`config.mk`:
```
export PLATFORM = sky130hd
export DESIGN_NAME = vga_pixel_pipe
export DESIGN_NICKNAME = d
export VERILOG_FILES = /design/src/rtl/vga_pixel_pipe.sv
export SDC_FILE = /design/constraint.sdc
export NUM_CORES = 1
export LEC_CHECK = 0
export CAP_MARGIN = 20
export CELL_PAD_IN_SITES_DETAIL_PLACEMENT = 1
export CELL_PAD_IN_SITES_GLOBAL_PLACEMENT = 1
export CORE_MARGIN = 1
export CORE_UTILIZATION = 37
export DETAILED_ROUTE_END_ITERATION = 12
export GPL_ROUTABILITY_DRIVEN = 0
export PLACE_DENSITY = 0.81
export SYNTH_ARGS = -nofsm -noshare
export SYNTH_HDL_FRONTEND = slang
export SYNTH_SLANG_ARGS = --single-unit
```
`constraint.sdc`:
```
create_clock -name clk -period 2.1 [get_ports clk]
set_input_delay 0.42 -clock clk [delete_from_list [all_inputs] [get_ports clk]]
set_output_delay 0.42 -clock clk [all_outputs]
set_load 0.1 [all_outputs]
```
`src/rtl/vga_pixel_pipe.sv`:
```
// Pixel pipeline between a VGA timing generator and a double-buffered 320x240 RGB332 framebuffer.
// Three-stage path (address, RAM read, colour expand) with frame counting and vsync-aligned buffer flips.
module vga_pixel_pipe #(
    parameter logic [11:0] BLANK_RGB = 12'h000
) (
    input  logic        clk,
    input  logic        rst_n,
    input  logic [9:0]  x_pos,
    input  logic [9:0]  y_pos,
    input  logic        valid,
    input  logic        hsync_in,
    input  logic        vsync_in,
    input  logic        swap_req,
    output logic        swap_ack,
    output logic [17:0] fb_addr,
    input  logic [7:0]  fb_data,
    output logic [3:0]  r,
    output logic [3:0]  g,
    output logic [3:0]  b,
    output logic        hsync,
    output logic        vsync,
    output logic        de,
    output logic [15:0] frame_cnt
);

    localparam int unsigned IDX_W   = 17;
    localparam int unsigned DEPTH   = 3;
    localparam int unsigned CNT_W   = 16;
    localparam int unsigned RGB_W   = 12;

    logic [9:0]       x_half;
    logic [9:0]       y_half;
    logic [IDX_W-1:0] lin_idx;
    logic             frame_start;
    logic             req_eff;

    logic [IDX_W:0]   fb_addr_q,   fb_addr_d;
    logic [DEPTH-1:0] valid_pipe_q, valid_pipe_d;
    logic [DEPTH-1:0] hs_pipe_q,   hs_pipe_d;
    logic [DEPTH-1:0] vs_pipe_q,   vs_pipe_d;
    logic [RGB_W-1:0] rgb_q,       rgb_d;
    logic             vs_prev_q,   vs_prev_d;
    logic             front_q,     front_d;
    logic             pending_q,   pending_d;
    logic             swap_ack_q,  swap_ack_d;
    logic [CNT_W-1:0] frame_cnt_q, frame_cnt_d;

    // (y/2)*320 + x/2 as (y/2)*256 + (y/2)*64 + x/2
    assign x_half  = x_pos >> 1;
    assign y_half  = y_pos >> 1;
    assign lin_idx = (IDX_W'(y_half) << 8) + (IDX_W'(y_half) << 6) + IDX_W'(x_half);

    // A request seen on the ack cycle is the tail of the one just serviced
    assign frame_start = vs_prev_q & ~vsync_in;
    assign req_eff     = swap_req & ~swap_ack_q;

    always_comb begin
        fb_addr_d    = {front_q, (valid ? lin_idx : IDX_W'(0))};
        valid_pipe_d = {valid_pipe_q[DEPTH-2:0], valid};
        hs_pipe_d    = {hs_pipe_q[DEPTH-2:0], hsync_in};
        vs_pipe_d    = {vs_pipe_q[DEPTH-2:0], vsync_in};
        vs_prev_d    = vsync_in;
        front_d      = front_q;
        pending_d    = pending_q | req_eff;
        swap_ack_d   = 1'b0;
        frame_cnt_d  = frame_cnt_q;

        // fb_data belongs to the pixel now entering the last stage
        if (valid_pipe_q[DEPTH-2]) begin
            rgb_d = {fb_data[7:5], fb_data[7],
                     fb_data[4:2], fb_data[4],
                     fb_data[1:0], fb_data[1:0]};
        end else begin
            rgb_d = BLANK_RGB;
        end

        if (frame_start) begin
            frame_cnt_d = frame_cnt_q + CNT_W'(1);
            if (pending_q | req_eff) begin
                front_d    = ~front_q;
                swap_ack_d = 1'b1;
                pending_d  = 1'b0;
            end
        end
    end

    always_ff @(posedge clk or negedge rst_n) begin
        if (!rst_n) begin
            fb_addr_q    <= '0;
            valid_pipe_q <= '0;
            hs_pipe_q    <= '1;
            vs_pipe_q    <= '1;
            rgb_q        <= BLANK_RGB;
            vs_prev_q    <= 1'b0;
            front_q      <= 1'b0;
            pending_q    <= 1'b0;
            swap_ack_q   <= 1'b0;
            frame_cnt_q  <= '0;
        end else begin
            fb_addr_q    <= fb_addr_d;
            valid_pipe_q <= valid_pipe_d;
            hs_pipe_q    <= hs_pipe_d;
            vs_pipe_q    <= vs_pipe_d;
            rgb_q        <= rgb_d;
            vs_prev_q    <= vs_prev_d;
            front_q      <= front_d;
            pending_q    <= pending_d;
            swap_ack_q   <= swap_ack_d;
            frame_cnt_q  <= frame_cnt_d;
        end
    end

    assign fb_addr   = fb_addr_q;
    assign r         = rgb_q[11:8];
    assign g         = rgb_q[7:4];
    assign b         = rgb_q[3:0];
    assign de        = valid_pipe_q[DEPTH-1];
    assign hsync     = hs_pipe_q[DEPTH-1];
    assign vsync     = vs_pipe_q[DEPTH-1];
    assign swap_ack  = swap_ack_q;
    assign frame_cnt = frame_cnt_q;

endmodule

```
==> results of run 1 <==
## through the flow
step / worst slack [ps] / util [%]
finish: 48.0 / 56.6
global route: -3.27 / 56.6
CTS: 10.9 / 55.9
detailed placement: -783 / 53.6
global placement: -724 / 53.6
floorplan: -57.9 / -
## how the worst min path moves through the flow
stage	slack, ps	depth (start not counted)	end	startpoint
3_5_place_dp	350	0	hs_pipe_q[1]	hs_pipe_q[0]
6_report	50	1	swap_ack	rst_n
3_3_place_gp	330	0	valid_pipe_q[1]	valid_pipe_q[0]
2_1_floorplan	120	0	fb_addr[0]	rst_n
4_1_cts	60	1	fb_addr[17]	rst_n
5_1_grt	60	1	pending_q	rst_n
## critical path: stages
cell and delay (ps):
sky130_fd_sc_hd__clkdlybuf4s50_1 440, sky130_fd_sc_hd__ha_1 350, sky130_fd_sc_hd__ha_4 270, sky130_fd_sc_hd__a21o_1 220, sky130_fd_sc_hd__a221oi_4 320, sky130_fd_sc_hd__xor2_1 170
sky130_fd_sc_hd__nor2_1 50
## logic make-up (layout without fill, tap and decap cells)
logic type | Yosys count | count (layout)
compound gates | 17 | 17
simple gates | 70 | 70
xor+xnor | 20 | 20
mux | 1 | 1
buf+inv | 14 | 126
fa+ha+maj | 20 | 20
flops | 55 | 55
## cell type report
| cell class | count | area share, % |
|---|---|---|
| flip-flops and latches | 55 | 38.5 |
| multi-input cells | 128 | 30.4 |
| repair buffers | 110 | 24.9 |
| well taps | 77 | 2.68 |
| clock buffers | 5 | 1.91 |
| inverters | 8 | 1.04 |
| clock inverters | 3 | 0.557 |
## state kept, by name (all words and copies together), names as in the netlist
register / cells
hs_pipe_q: 3
vs_pipe_q: 3
vs_prev_q: 1
swap_ack: 1
valid_pipe_q: 3
front_q: 1
pending_q: 1
fb_addr: 18
frame_cnt: 16
rgb_q: 8
## power groups by stage
stage               combinational (mW)  clock [mW]  sequential [mW]
CTS                               1.51       0.606             1.30
finish                            1.52       0.579             1.29
floorplan                        0.295           0             2.08
global route                      1.59       0.638             1.31
global placement                  1.46           0             1.31
detailed placement                1.49           0             1.31
## cells in the mapped netlist
master	n	share of area, %
sky130_fd_sc_hd__and3_1	2	0.51
sky130_fd_sc_hd__nor2_2	1	0.26
sky130_fd_sc_hd__nand2b_1	2	0.51
sky130_fd_sc_hd__mux2i_1	1	0.41
sky130_fd_sc_hd__a21o_1	2	0.62
sky130_fd_sc_hd__xnor2_1	12	4.3
sky130_fd_sc_hd__xor2_1	8	2.9
sky130_fd_sc_hd__inv_1	8	1.2
sky130_fd_sc_hd__a221oi_2	1	0.62
sky130_fd_sc_hd__nor2b_1	1	0.26
sky130_fd_sc_hd__a21oi_2	2	0.72
sky130_fd_sc_hd__and2_1	17	4.4
sky130_fd_sc_hd__a21oi_1	6	1.2
sky130_fd_sc_hd__nand4_1	5	1.3
sky130_fd_sc_hd__dfstp_2	6	6.5
sky130_fd_sc_hd__and2b_1	1	0.31
sky130_fd_sc_hd__nand3_1	7	1.4
sky130_fd_sc_hd__buf_4	4	1.2
sky130_fd_sc_hd__nand2_1	12	1.8
sky130_fd_sc_hd__o21a_1	4	1.2
sky130_fd_sc_hd__nor4_4	1	0.87
sky130_fd_sc_hd__nand4b_4	1	0.98
sky130_fd_sc_hd__nor3_1	5	1.0
sky130_fd_sc_hd__or3_1	1	0.26
sky130_fd_sc_hd__dfrtp_1	49	50
sky130_fd_sc_hd__and3_2	1	0.31
sky130_fd_sc_hd__o311ai_0	1	0.36
sky130_fd_sc_hd__or3_4	1	0.46
sky130_fd_sc_hd__and4_1	1	0.36
sky130_fd_sc_hd__o21ai_0	1	0.21
sky130_fd_sc_hd__clkbuf_1	2	0.31
sky130_fd_sc_hd__nor2_1	10	1.5
sky130_fd_sc_hd__fa_1	2	1.6
sky130_fd_sc_hd__ha_1	18	9.2
sky130_fd_sc_hd__nand4b_1	1	0.36
## per-layer routing
layer	track usage, %	vias to the layer above	wire (um)
met4	3.76	0	51
met3	3.58	5	200
met2	31.7	48	2940
li1	-	880	-
met1	20.4	899	2440
met5	0	-	0
## what timing repair did
action / 4_1_cts / 5_1_grt
gates cloned: 0 / 0
gates resized for setup: 27 / 5
endpoints found under the setup margin: 8 / 5
setup buffers: 1 / 1
pin swaps: 10 / 5
==> Implementation_results.wiki, run 1 <==
{| class="wikitable"
! Metric !! Value
|-
| DPL Wire Length || 4410 um
|-
| Power Total || 3.39 mW
|-
| Largest family of logic cells by synthesized area || simple AND/OR/NAND/NOR gates
|-
| Pin count of the biggest net entering global routing || 26
|-
| Diodes inserted || 0
|-
| Classification of the worst-slack hold path || input pin to async pin
|-
| Maximum number of buffers from clock root to sink || 2
|-
| Worst reg2reg path startpoint || frame_cnt[0]
|-
| Critical path launch point type || input pin
|-
| Clock transition time at the flip-flop clock pins of the worst setup and hold paths || 100 ps
|-
| Die span in x || 83.1 um
|-
| Worst path required time || 2290 ps
|-
| Worst hold slack || 47.9 ps
|-
| Post-Synthesis Net Count || 251
|-
| Core area || 6350 sq um
|-
| Internal power of the cells || 1.84 mW
|-
| Vias in the first global route || 2017
|-
| Cell area after synthesis || 2440 sq um
|-
| Tightest Pin Transition || 473 ps
|-
| Multi-input gate area || 1090 sq um
|-
| VDD IR-drop max || 1.38 mV
|-
| Last element of the critical path || fb_addr[13]
|-
| Synth warn || 0
|-
| Initial detailed-routing violation count || 26
|-
| Count of nets after finishing || 362
|-
| Switching share of power || 45.9%
|-
| Detail-routed net length per standard cell || 14.6 um
|-
| Max-Cap Viols || 0
|-
| Die outline area || 6910 sq um
|-
| First-pass iteration count of the detailed router || 4
|-
| Worst-case register-to-register setup slack || 570 ps
|-
| Synth Area in Adders || 10.9%
|-
| Total number of vias || 1832
|-
| Min Clock Period, post-route || 2050 ps
|-
| CP arrival || 2240 ps
|-
| Timing-limited maximum frequency || 0.487 GHz
|-
| Most common cell after layout, fill and taps aside || sky130_fd_sc_hd__buf_4
|-
| Period utilization || 97.7%
|-
| Multiplexer share of the synthesized area || 0.411%
|-
| Number of synthesized register bits || 55
|-
| Post-synthesis share of cell area spent on and, or, nand and nor gates || 16.9%
|-
| Fraction of the yosys area taken by sequential cells || 56.8%
|-
| GRT Resource Usage Total || 17.2%
|-
| Post-DRT Antenna Nets || 0
|-
| Share of the synthesized area in compound gates (AO/OA/AOI/OAI) || 4.98%
|-
| Pwr per Cell Area || 944 nW/um^2
|-
| Clk sinks || 55
|-
| Count of mapped cells out of synthesis || 197
|-
| # port buffers || 81
|-
| Insertion delay to the later sink of the worst-skew pair || 310 ps
|-
| Reg power frac || 38.1%
|-
| Count of different cell masters after synthesis || 35
|-
| Final standard cell count with taps included and fillers excluded || 386
|-
| Area growth from synthesis to final layout || 47.6%
|-
| Relative contribution of combinational cells to total power || 44.9%
|-
| Kind of capture point of the worst setup path || register
|-
| Worst-path maximum fanout || 5
|-
| Setup TNS || 0 ps
|-
| Post-Synthesis Mean Instance Area || 12.4 sq um
|-
| Htree depth || 2
|-
| RSZ-0062 raised after global routing || true
|-
| Placed Instance Area || 3400 sq um
|-
| Fraction of final layout cells sized beyond drive strength 1 || 39.5%
|-
| Antenna violations before repair || 0
|-
| Terminus of the critical flop-to-flop path || frame_cnt[12]
|-
| Max-slew headroom at the worst pin || 68.4%
|-
| DRC viols || 0
|-
| Number of slew-limit violations in the final report || 0
|-
| Clock tree root buffer cell || sky130_fd_sc_hd__clkbuf_8
|-
| Number of hold buffers added after CTS || 0
|-
| Top library cells by usage in the layout, fill and taps aside || 79 x sky130_fd_sc_hd__buf_4, 48 x sky130_fd_sc_hd__dfrtp_1, 24 x sky130_fd_sc_hd__clkdlybuf4s50_1
|-
| Sequential standard cell area || 1390 sq um
|-
| Clock network fraction of design power || 17.0%
|-
| Total net switching power || 1.56 mW
|-
| CTS tree || done
|-
| Final setup vio count || 0
|-
| Overall overflow remaining after global route || 0
|-
| Total detailed-routing wirelength || 5620 um
|-
| Final Hold Viols || 0
|-
| Number of fill cells || 691
|-
| Post-synthesis share of cell area spent on xor and xnor gates || 7.19%
|-
| Type of the worst setup path || input pin to register
|-
| Placement Rows || 29
|-
| Clock buffer count from CTS || 5
|-
| Number of instances in the placed design || 376
|-
| Routed via count divided by cell count || 4.75
|-
| Initial Util || 38.4%
|-
| Global-route wire length before repair || 9450 um
|-
| Status || finished clean
|-
| Setup clock skew after layout || 9.11 ps
|-
| Static leakage || 1.75 nW
|-
| Non-Filler Cell Area, Final || 3600 sq um
|-
| Number of top-level pins || 84
|-
| Vert. Die Dim || 83.1 um
|-
| Worst R2R Path Depth || 5
|-
| Worst setup startpoint || y_pos[4]
|}
Note: power is estimated with default switching activity, not from simulation.
==> run 2, diff against run 1 <==
CAP_MARGIN = unset   (was 20)
==> results of run 2 <==
Same layout as run 1: the final DEF is identical, and so are final timing and power.
